--- config.mk ---
export PLATFORM = sky130hd
export DESIGN_NAME = word_entry
export DESIGN_NICKNAME = d
export VERILOG_FILES = /design/src/rtl/game_pkg.sv /design/src/rtl/ascii_norm.sv /design/src/rtl/word_entry.sv
export SDC_FILE = /design/constraint.sdc
export NUM_CORES = 1
export LEC_CHECK = 0
export CORE_MARGIN = 4
export CORE_UTILIZATION = 48
export DETAILED_ROUTE_END_ITERATION = 8
export PLACE_DENSITY = 0.75
export SKIP_CTS_REPAIR_TIMING = 1
export SYNTH_ARGS = -nofsm -noshare
export SYNTH_HDL_FRONTEND = slang
export SYNTH_SLANG_ARGS = --single-unit
--- constraint.sdc ---
create_clock -name clk -period 2.41 [get_ports clk]
set_input_delay 0.482 -clock clk [delete_from_list [all_inputs] [get_ports clk]]
set_output_delay 0.482 -clock clk [all_outputs]
set_load 0.02 [all_outputs]
--- src/rtl/game_pkg.sv ---
// ============================================================================
// game_pkg : shared types and ASCII constants for the word-game front end
// Rev 1.0
// ============================================================================
`default_nettype none

package game_pkg;

    typedef enum logic [1:0] {
        SETUP = 2'd0,
        ARMED = 2'd1,
        PLAY  = 2'd2,
        DONE  = 2'd3
    } entry_state_t;

    localparam logic [7:0] ASCII_A       = 8'h41;
    localparam logic [7:0] ASCII_Z       = 8'h5A;
    localparam logic [7:0] ASCII_LOWER_A = 8'h61;
    localparam logic [7:0] ASCII_LOWER_Z = 8'h7A;
    localparam logic [7:0] CASE_OFFSET   = 8'h20;
    localparam int         LETTER_COUNT  = 26;

endpackage

`default_nettype wire

--- src/rtl/ascii_norm.sv ---
// ============================================================================
// ascii_norm : folds an ASCII key code to an uppercase letter and 0..25 index
// Rev 1.0
// ============================================================================
`default_nettype none

module ascii_norm
    import game_pkg::*;
(
    input  logic [7:0] code_i,
    output logic [7:0] letter_o,
    output logic       is_letter_o,
    output logic [4:0] index_o
);

    logic w_is_upper;
    logic w_is_lower;

    assign w_is_upper  = (code_i >= ASCII_A) && (code_i <= ASCII_Z);
    assign w_is_lower  = (code_i >= ASCII_LOWER_A) && (code_i <= ASCII_LOWER_Z);
    assign is_letter_o = w_is_upper | w_is_lower;
    assign letter_o    = w_is_lower ? (code_i - CASE_OFFSET) : code_i;

    // 'A'..'Z' occupy 0x41..0x5A, so the low five bits run 1..26.
    assign index_o     = letter_o[4:0] - 5'd1;

endmodule

`default_nettype wire

--- src/rtl/word_entry.sv ---
// ============================================================================
// word_entry : key-strobe front end building the secret word and filtering guesses
// Rev 1.0
// ============================================================================
`default_nettype none

module word_entry
    import game_pkg::*;
#(
    parameter int WORD_LEN = 5
) (
    input  logic                  clk,
    input  logic                  rst,
    input  logic                  key_valid,
    input  logic [7:0]            key_code,
    input  logic                  key_del,
    input  logic                  key_enter,
    input  logic                  game_end,
    output logic [8*WORD_LEN-1:0] setWord,
    output logic                  toggle_state,
    output logic [7:0]            guess,
    output logic                  guess_valid,
    output logic [2:0]            count,
    output logic                  bad_key,
    output logic [1:0]            phase
);

    localparam logic [2:0] c_FULL_COUNT = 3'(WORD_LEN);

    entry_state_t              state_q, state_d;
    logic [8*WORD_LEN-1:0]     word_q, word_d;
    logic [2:0]                count_q, count_d;
    logic [7:0]                guess_q, guess_d;
    logic [LETTER_COUNT-1:0]   used_q, used_d;
    logic                      toggle_q, toggle_d;
    logic                      guess_valid_q, guess_valid_d;
    logic                      bad_key_q, bad_key_d;

    logic [7:0]                w_letter;
    logic                      w_is_letter;
    logic [4:0]                w_index;
    logic [LETTER_COUNT-1:0]   w_onehot;

    ascii_norm u_norm (
        .code_i      (key_code),
        .letter_o    (w_letter),
        .is_letter_o (w_is_letter),
        .index_o     (w_index)
    );

    assign w_onehot = LETTER_COUNT'(1) << w_index;

    always_ff @(posedge clk or posedge rst) begin
        if (rst) begin
            state_q       <= SETUP;
            word_q        <= '0;
            count_q       <= '0;
            guess_q       <= '0;
            used_q        <= '0;
            toggle_q      <= 1'b0;
            guess_valid_q <= 1'b0;
            bad_key_q     <= 1'b0;
        end else begin
            state_q       <= state_d;
            word_q        <= word_d;
            count_q       <= count_d;
            guess_q       <= guess_d;
            used_q        <= used_d;
            toggle_q      <= toggle_d;
            guess_valid_q <= guess_valid_d;
            bad_key_q     <= bad_key_d;
        end
    end

    // Strobe priority throughout: enter, then delete, then letter key.
    always_comb begin
        state_d       = state_q;
        word_d        = word_q;
        count_d       = count_q;
        guess_d       = guess_q;
        used_d        = used_q;
        toggle_d      = 1'b0;
        guess_valid_d = 1'b0;
        bad_key_d     = 1'b0;

        unique case (state_q)
            SETUP: begin
                if (key_enter) begin
                    bad_key_d = 1'b1;
                end else if (key_del) begin
                    if (count_q != 3'd0) begin
                        word_d  = word_q >> 8;
                        count_d = count_q - 3'd1;
                    end
                end else if (key_valid) begin
                    if (w_is_letter) begin
                        word_d  = {word_q[8*WORD_LEN-9:0], w_letter};
                        count_d = count_q + 3'd1;
                        if (count_q + 3'd1 == c_FULL_COUNT) begin
                            state_d = ARMED;
                        end
                    end else begin
                        bad_key_d = 1'b1;
                    end
                end
            end
            ARMED: begin
                if (key_enter) begin
                    toggle_d = 1'b1;
                    used_d   = '0;
                    state_d  = PLAY;
                end else if (key_del) begin
                    word_d  = word_q >> 8;
                    count_d = c_FULL_COUNT - 3'd1;
                    state_d = SETUP;
                end else if (key_valid) begin
                    bad_key_d = 1'b1;
                end
            end
            PLAY: begin
                if (game_end) begin
                    state_d = DONE;
                end else if (!key_enter && !key_del && key_valid) begin
                    if (!w_is_letter || ((used_q & w_onehot) != '0)) begin
                        bad_key_d = 1'b1;
                    end else begin
                        guess_d       = w_letter;
                        guess_valid_d = 1'b1;
                        used_d        = used_q | w_onehot;
                    end
                end
            end
            DONE: begin
                if (key_enter) begin
                    word_d  = '0;
                    count_d = '0;
                    guess_d = '0;
                    used_d  = '0;
                    state_d = SETUP;
                end
            end
            default: state_d = SETUP;
        endcase
    end

    assign setWord      = word_q;
    assign toggle_state = toggle_q;
    assign guess        = guess_q;
    assign guess_valid  = guess_valid_q;
    assign count        = count_q;
    assign bad_key      = bad_key_q;
    assign phase        = state_q;

endmodule

`default_nettype wire

# == Word-level counts from Yosys, hierarchy flattened ==
# Index checks and enable logic that the tools add are counted.
# classes
add_sub_neg,4
magnitude_cmp,4
eq_ne,21
shift,1
n_mux,56
bitwise,3
reduce_logical,19
# ops
op,n
$mux 40,8
$pmux 40 s3,1
$mux 26,4
$pmux 26 s2,1
$mux 8,5
$and 26x26->26,1
$or 26x26->26,1
$reduce_bool 26->1,1
$shl 1x5->26 const A,1
$mux 3,8
$ne 2x2->1 const B,12
$mux 2,9
$ge 8x7->1 const B,2
$le 8x7->1 const B,2
$mux 1,16
$pmux 8 s2,1
$reduce_and 8->1,2
$ne 3x3->1 const B,4
$reduce_and 5->1,2
$pmux 3 s3,1
$pmux 2 s4,1
$sub 8x6->8 const B,1
$reduce_bool 3->1,2
$sub 5x1->5 const B,1
other kinds (14),21
# word_totals
register_bits,82
input_bits,14

# == Logic depth before layout (Yosys ltp) ==
# Gate-level depths: netlist (run 1).
# depth
depth_word,12
depth_mapped,10

# == Modules after synthesis ==
# A second synthesis (run 1) with hierarchy kept.
# hier_totals
hier_cells,457
area_unflattened_um2,4456.8
# modules_own_cells
module,n_inst,cells_each,area_each_um2,seq_area_each_um2
word_entry,1,422,4162.7,2052.0
ascii_norm,1,35,294.0,0.0

# == Worst setup path before layout (run 1) ==
# No wires, ideal clock.
# synth_timing
path_type,input to register
startpoint,in key_code[1]
endpoint,reg used_q[10]
setup_time_ns,0.074
t_arrival_ns,2.214
t_required_ns,2.336
path_slack_ns,0.122
path_stages,7
n_path_buf,2
cell_sequence,buf_4 > buf_6 > a41o_1 > a221oi_2 > o2111ai_4 > or4b_4 > o21ai_2
# synth_between
elab_chain_cells,10
elab_cells_between_ends,22
cone_classes,2 x add/sub; 4 x order compare; 1 x eq/ne; 1 x shift; 5 x mux; 3 x bitwise; 6 x reduce/logical
# synth_lines
element,line_no,text
from (decl),word_entry.sv:15,"input logic [7:0] key_code,"
$ge 8x7->1 or $le 8x7->1 (tied branches),ascii_norm.sv:20,assign w_is_lower = (code_i >= ASCII_LOWER_A) && (code_i <= ASCII_LOWER_Z);
$logic_and 1x1->1,ascii_norm.sv:20,
$mux 8,ascii_norm.sv:22,assign letter_o = w_is_lower ? (code_i - CASE_OFFSET) : code_i;
$sub 5x1->5,ascii_norm.sv:25,assign index_o = letter_o[4:0] - 5'd1;
$shl 1x5->26,word_entry.sv:51,assign w_onehot = LETTER_COUNT'(1) << w_index;
$and 26x26->26 or $or 26x26->26 (tied branches),"word_entry.sv:124, word_entry.sv:129",
$reduce_bool 26->1 or $mux 26 (tied branches),word_entry.sv:124,if (!w_is_letter || ((used_q & w_onehot) != '0)) begin
$logic_or 1x1->1 or $mux 26 (tied branches),"word_entry.sv:124, word_entry.sv:123",
$ne 2x2->1 (no source line) or $mux 26 (tied branches),-,
$reduce_and 5->1 (no source line) or $pmux 26 s2 (tied branches),-,
to (signal assigned),word_entry.sv:68,used_q <= used_d;
to (decl),word_entry.sv:34,"logic [LETTER_COUNT-1:0] used_q, used_d;"
# Parallel ways exist; a longest one is shown, timed or not. The select of a mux whose other input is x is not followed.
# A chain may end at the register's enable or synchronous reset.

# == Worst setup path after layout (run 1) ==
# layout_timing
startpoint,in key_code[5]
endpoint,reg used_q[10]
# The elaborated chain is that of the path after synthesis.

==> impl_metrics.csv, run 1 <==
group,metric,value,unit
run_status,status,"finished, final reports clean",
finish,fin_area,0.00582,mm^2
floorplan,core.rowCount,34,
timing,maxSlewHeadroom,65.5,%
finish,nets,550,
worst_setup_path,reg2regPathDepth,7,
worst_setup_path,crit_arrival,2.62,ns
global_routing,grtUsageTotal,23.9,%
finish,multi_input_area,0.00203,mm^2
pwr,powerDensity,838,mW/mm^2
synthesis,async_reset_ff_share,100,%
pwr,switchingPower,1.96,mW
timing,timing.final.ws_setup,0.0794,ns
finish,insertedDiodeCount,0,
floorplan,die_w,102,um
worst_setup_path,start_kind,"primary input",
route,routedWlPerCell,18.6,um
finish,drive_gt1_share,22.6,%
place,io_buffers,69,
finish,syn2layout_area_growth,36.3,%
route,wl,12000,um
worst_setup_path,slowest_stage,"or4b_4",
pwr,power.share.combinational,42.0,%
worst_hold_path,holdPathStages,1,
floorplan,coreArea,0.00868,mm^2
worst_setup_path,rrSetupSlack,0.18,ns
synthesis,synth_nets,435,
clocking,path_clk_slew,0.09,ns
synthesis,ys.flop_type,"dfrtp_1",
synthesis,ys_top_cells_by_area,"dfrtp_1, nand2_1, mux2i_1",
pwr,internal_power,2.92,mW
worst_setup_path,reg2reg_from,"used_q[5]",
clocking,cts-root-buf,"clkbuf_8",
worst_setup_path,endpoint_kind,"register",
timing,skew,0.0113,ns
finish,fillers,700,
floorplan,die_area,0.0105,mm^2
timing,tightest_slew,0.511,ns
synthesis,synth_cell_types,60,
run,maxCapViolCount,0,
timing,slew_violations,0,
timing,setup_violations,0,
finish,utilization,67.1,%
worst_hold_path,min_from,"used_q[20]",
place,dp_cells,622,
pwr,power.share.clock,19.9,%
place,dp_slack,-0.673,ns
timing,hold_violations,0,
synthesis,netlist.area_leader.share,48.0,%
place,dp_hpwl,8630,um
clocking,clockBufferDepth,2,
clocking,cts_buffers,9,
global_routing,grt_max_degree,57,
worst_setup_path,cp_max_fo,7,
place,post_dp_cell_area,0.00549,mm^2
synthesis,syn_area,0.00427,mm^2
timing,whs,0.495,ns
place,gp_congestion,0.862,
finish,mostFrequentLayoutCell,"dfrtp_1",
worst_setup_path,crit_required,2.70,ns
route,drt_iter0_markers,157,
worst_hold_path,hold_class,"reg2reg",
worst_setup_path,r2r-end,"used_q[10]",
clocking,cts-htree-levels,3,
timing,rsz0062_at_grt,"false",
synthesis,synth_cells,416,
global_routing,gr-total-overflow,0,
worst_hold_path,min_to,"used_q[20]",
global_routing,antenna_found_initial,0,
finish,register_area,0.00205,mm^2
floorplan,ios,70,
finish,finalNonFillerCells,644,
finish,final_cell_mix,"dfrtp_1, nand2_1, buf_4",
route,ant_nets,0,
route,vias_per_cell,5.85,
global_routing,first_global_vias,3740,
synthesis,synth_edf_count,0,
clocking,cts_tree,"built",
synthesis,synth_largest_area_cell,"dfrtp_1",
worst_setup_path,cp_cell_sequence,"clkdlybuf4s50_1, ha_1, o211ai_1, a31oi_4, o2111ai_4, buf_6, or4b_4, o21ai_2",
pwr,leakagePower,2.53,nW
clocking,cts.sinks,82,
pwr,p_seq_share,38.1,%
route,drc_errors,0,
worst_setup_path,critPathMaxStageDelay,0.58,ns
timing,timing.fmax,429,MHz
pwr,max-vdd-ir-drop,0.514,mV
worst_setup_path,worstSetupPathType,"in2reg",
floorplan,die_h,102,um
timing,finalCritPeriodShare,96.7,%
synthesis,ys_seq_elements,82,
synthesis,ys_seq_area_share,48.0,%
synthesis,yosys_warnings,0,
floorplan,start_util,49.2,%
global_routing,grt_first_pass_wirelength,19400,um
route,drtPass1Iterations,5,
synthesis,avgSynthCellArea,10.3,um^2
timing,period_minus_slack,2.33,ns
pwr,switching_share,40.1,%
route,routed-via-count,3769,
clocking,clkLatencyLatePin,0.36,ns
-- cells by family after synthesis --
logic type	share of synthesized area, %
adder cells (fa/ha/maj)	1.46
flip-flops	48.0
buffers and inverters	6.12
XOR/XNOR	0.820
multiplexers	6.68
AO/OA/AOI/OAI	22.8
AND/OR/NAND/NOR	14.0
-- worst max-delay path, delay by kind of cell --
family	cells	cell delay, ns
AND/OR/NAND/NOR	1	0.58
adder cells (fa/ha/maj)	1	0.19
buffers and inverters	2	0.66
AO/OA/AOI/OAI	4	0.70
-- cell usage after synthesis, types with 5 or more instances --
master,number
dfrtp_1,82
nand2_1,78
o31ai_1,26
mux2i_1,24
o21ai_0,22
clkbuf_1,20
a32o_1,18
a22oi_1,10
o2bb2ai_1,10
inv_1,9
nor2_1,9
buf_2,8
nor3_1,6
a31oi_1,5
buf_6,5
ha_1,5
-- flip-flops by register name, summed over array words and instances (netlist names), named ones only --
signal	count
guess_valid	1
guess	8
toggle_state	1
setWord	40
bad_key	1
used_q	26
phase	1
count	3
-- worst max-delay path by stage --
stage / depth (start not counted) / startpoint / endpoint / slack, ns
4_1_cts: 9 / key_code[0] / used_q[17] / -0.31
2_1_floorplan: 7 / key_code[1] / used_q[10] / 0.12
3_5_place_dp: 9 / key_code[0] / used_q[17] / -0.67
5_1_grt: 8 / key_code[5] / used_q[10] / 0.03
6_report: 8 / key_code[5] / used_q[10] / 0.08
3_3_place_gp: 9 / key_code[0] / used_q[15] / -0.64
-- layout make-up --
class	count	share of cell area, %
tap	108	2.32
clock inverter	7	1.18
inverter	11	0.774
timing repair buffer	143	23.5
clock buffer	9	2.13
sequential	82	35.2
multi-input combinational	284	34.8
-- metal layers --
| metal | vias up | share of wire [%] | track usage, % |
|---|---|---|---|
| met2 | 131 | 48 | 37.2 |
| met4 | 0 | 2.5 | 8.38 |
| met1 | 1851 | 43 | 33.1 |
| li1 | 1763 | - | - |
| met3 | 24 | 5.8 | 5.19 |
| met5 | - | 0 | 0 |
-- metrics by stage --
stage / power (mW) / setup TNS [ns]
2_1_floorplan: 2.99 / 0
4_1_cts: 4.90 / -7.46
5_1_grt: 5.17 / 0
6_report: 4.88 / 0
3_3_place_gp: 3.87 / -33.42
3_5_place_dp: 3.92 / -32.78
-- power by group through the flow --
| stage | Clock, mW | Sequential (mW) | Combinational (mW) |
|---|---|---|---|
| global route | 1.05 | 1.90 | 2.22 |
| detailed placement | 0 | 1.88 | 2.04 |
| floorplan | 0 | 2.09 | 0.900 |
| global placement | 0 | 1.87 | 2.00 |
| CTS | 0.990 | 1.86 | 2.05 |
| finish | 0.972 | 1.86 | 2.05 |
Note: power is estimated with default switching activity, not from simulation.
==> run 2: changes to the inputs <==
--- a/config.mk
+++ b/config.mk
@@ -5,10 +5,9 @@
 export SDC_FILE = /design/constraint.sdc
 export NUM_CORES = 1
 export LEC_CHECK = 0
-export CORE_MARGIN = 4
-export CORE_UTILIZATION = 48
+export CORE_UTILIZATION = 40
 export DETAILED_ROUTE_END_ITERATION = 8
-export PLACE_DENSITY = 0.75
+export PLACE_DENSITY = 0.64
 export SKIP_CTS_REPAIR_TIMING = 1
 export SYNTH_ARGS = -nofsm -noshare
 export SYNTH_HDL_FRONTEND = slang
==> run 2 against run 1 <==
  * Non-clock buffer count decreased by 5
  * Setup slack got worse by 0.0016 ns
  * Maximum frequency about the same
  * Via count is 2.0% lower
  * First-iteration DRC count rose by 42%
  * Die area up 6.0%
  * Routed wire length shrank 1.2%
  * Sequential cell count unchanged
  * Global-route usage down 2.4 points
  * Critical endpoint is now used_q[23]
  * Largest cell class unchanged
==> impl_metrics.csv, run 2 (synthesis gave the netlist of run 1 again) <==
group,metric,value,unit
global_routing,gr-total-overflow,0,
route,ant_nets,0,
global_routing,antenna_found_initial,0,
global_routing,first_global_vias,3575,
finish,syn2layout_area_growth,35.9,%
route,drc_errors,0,
floorplan,coreArea,0.0103,mm^2
floorplan,core.rowCount,37,
worst_setup_path,cp_max_fo,8,
timing,hold_violations,0,
worst_setup_path,crit_required,2.69,ns
route,drtPass1Iterations,6,
floorplan,die_w,105,um
clocking,cts_tree,"built",
clocking,cts-root-buf,"clkbuf_8",
floorplan,die_area,0.0111,mm^2
clocking,clkLatencyLatePin,0.35,ns
timing,tightest_slew,0.524,ns
floorplan,start_util,41.4,%
finish,insertedDiodeCount,0,
timing,timing.final.ws_setup,0.0778,ns
finish,largest_reg_flops,40,
timing,skew,0.0124,ns
timing,maxSlewHeadroom,64.6,%
clocking,path_clk_slew,0.08,ns
global_routing,grtUsageTotal,21.5,%
pwr,leakagePower,2.49,nW
route,vias_per_cell,5.54,
place,dp_hpwl,8070,um
timing,timing.fmax,429,MHz
worst_setup_path,crit_arrival,2.61,ns
timing,rsz0062_at_grt,"false",
finish,final_cell_mix,"dfrtp_1, nand2_1, clkdlybuf4s50_1",
run_status,status,"finished, final reports clean",
clocking,clockBufferDepth,2,
global_routing,grt_first_pass_wirelength,18900,um
worst_hold_path,hold_class,"reg2reg",
timing,slew_violations,0,
timing,period_minus_slack,2.33,ns
run,maxCapViolCount,0,
place,io_buffers,69,
route,routed-via-count,3695,
place,gp_congestion,0.850,
finish,nets,546,
timing,finalCritPeriodShare,96.8,%
worst_setup_path,worstSetupPathType,"in2reg",
floorplan,ios,70,
worst_setup_path,slowest_stage,"or4b_4",
worst_setup_path,endpoint_kind,"register",
finish,mostFrequentLayoutCell,"dfrtp_1",
worst_setup_path,reg2regPathDepth,7,
clocking,cts-htree-levels,3,
timing,setup_violations,0,
clocking,cts.sinks,82,
worst_setup_path,critPathMaxStageDelay,0.53,ns
clocking,cts_buffers,9,
finish,drive_gt1_share,21.5,%
worst_hold_path,holdPathStages,2,
route,drt_iter0_markers,223,
route,routedWlPerCell,17.8,um
place,dp_slack,-0.744,ns
worst_setup_path,start_kind,"primary input",
global_routing,grt_max_degree,56,
pwr,max-vdd-ir-drop,0.466,mV
timing,whs,0.487,ns
floorplan,die_h,105,um
pwr,powerDensity,820,mW/mm^2
worst_setup_path,cp_cell_sequence,"clkdlybuf4s50_1, ha_2, o211ai_1, a31oi_4, o2111ai_4, buf_6, or4b_4, o21ai_2",
route,wl,11800,um
[run 2: metal layers]
metal	wire, um	track usage, %
met1	5300	29.8
met2	5600	33.9
met5	0	0
met3	660	4.45
met4	285	6.24
[run 2: layout make-up]
| class | count | area, um^2 |
|---|---|---|
| timing repair buffer | 138 | 1320 |
| sequential | 82 | 2050 |
| clock buffer | 11 | 141 |
| fill | 941 | 4520 |
| clock inverter | 4 | 27.5 |
| multi-input combinational | 285 | 2050 |
| inverter | 11 | 45.0 |
| tap | 136 | 170 |
[run 2: final timing paths]
kind	startpoint	endpoint	slack, ns
max in group asynchronous	rst	guess[7]	1.53
max reg2reg	used_q[5]	used_q[23]	0.24
min reg2reg	used_q[0]	used_q[0]	0.49
min in group asynchronous	rst	setWord[31]	0.56
max	key_code[5]	used_q[23]	0.08
min	used_q[0]	used_q[0]	0.49
[run 2: through the flow]
| stage | instances | utilization [%] | total power [mW] | setup TNS (ns) | instance area (um^2) |
|---|---|---|---|---|---|
| 2_1_floorplan | 416 | - | 2.99 | 0 | 4280 |
| 3_3_place_gp | 643 | 52.9 | 3.84 | -33.88 | 5460 |
| 3_5_place_dp | 643 | 52.9 | 3.87 | -36.35 | 5460 |
| 4_1_cts | 658 | 54.5 | 4.78 | -11.05 | 5630 |
| 5_1_grt | 667 | 56.2 | 5.04 | 0 | 5800 |
| 6_report | 667 | 56.2 | 4.76 | 0 | 5800 |
[run 2: critical path: cells and delay by family]
| family | cells | cell delay [ns] |
|---|---|---|
| adder cells (fa/ha/maj) | 1 | 0.21 |
| AO/OA/AOI/OAI | 4 | 0.70 |
| AND/OR/NAND/NOR | 1 | 0.53 |
| buffers and inverters | 2 | 0.69 |
[run 2: report_power, final]
part / internal, mW / switching, mW / total, mW
sequential: 1.60 / 0.253 / 1.86
clock: 0.400 / 0.501 / 0.901
combinational: 0.883 / 1.12 / 2.00
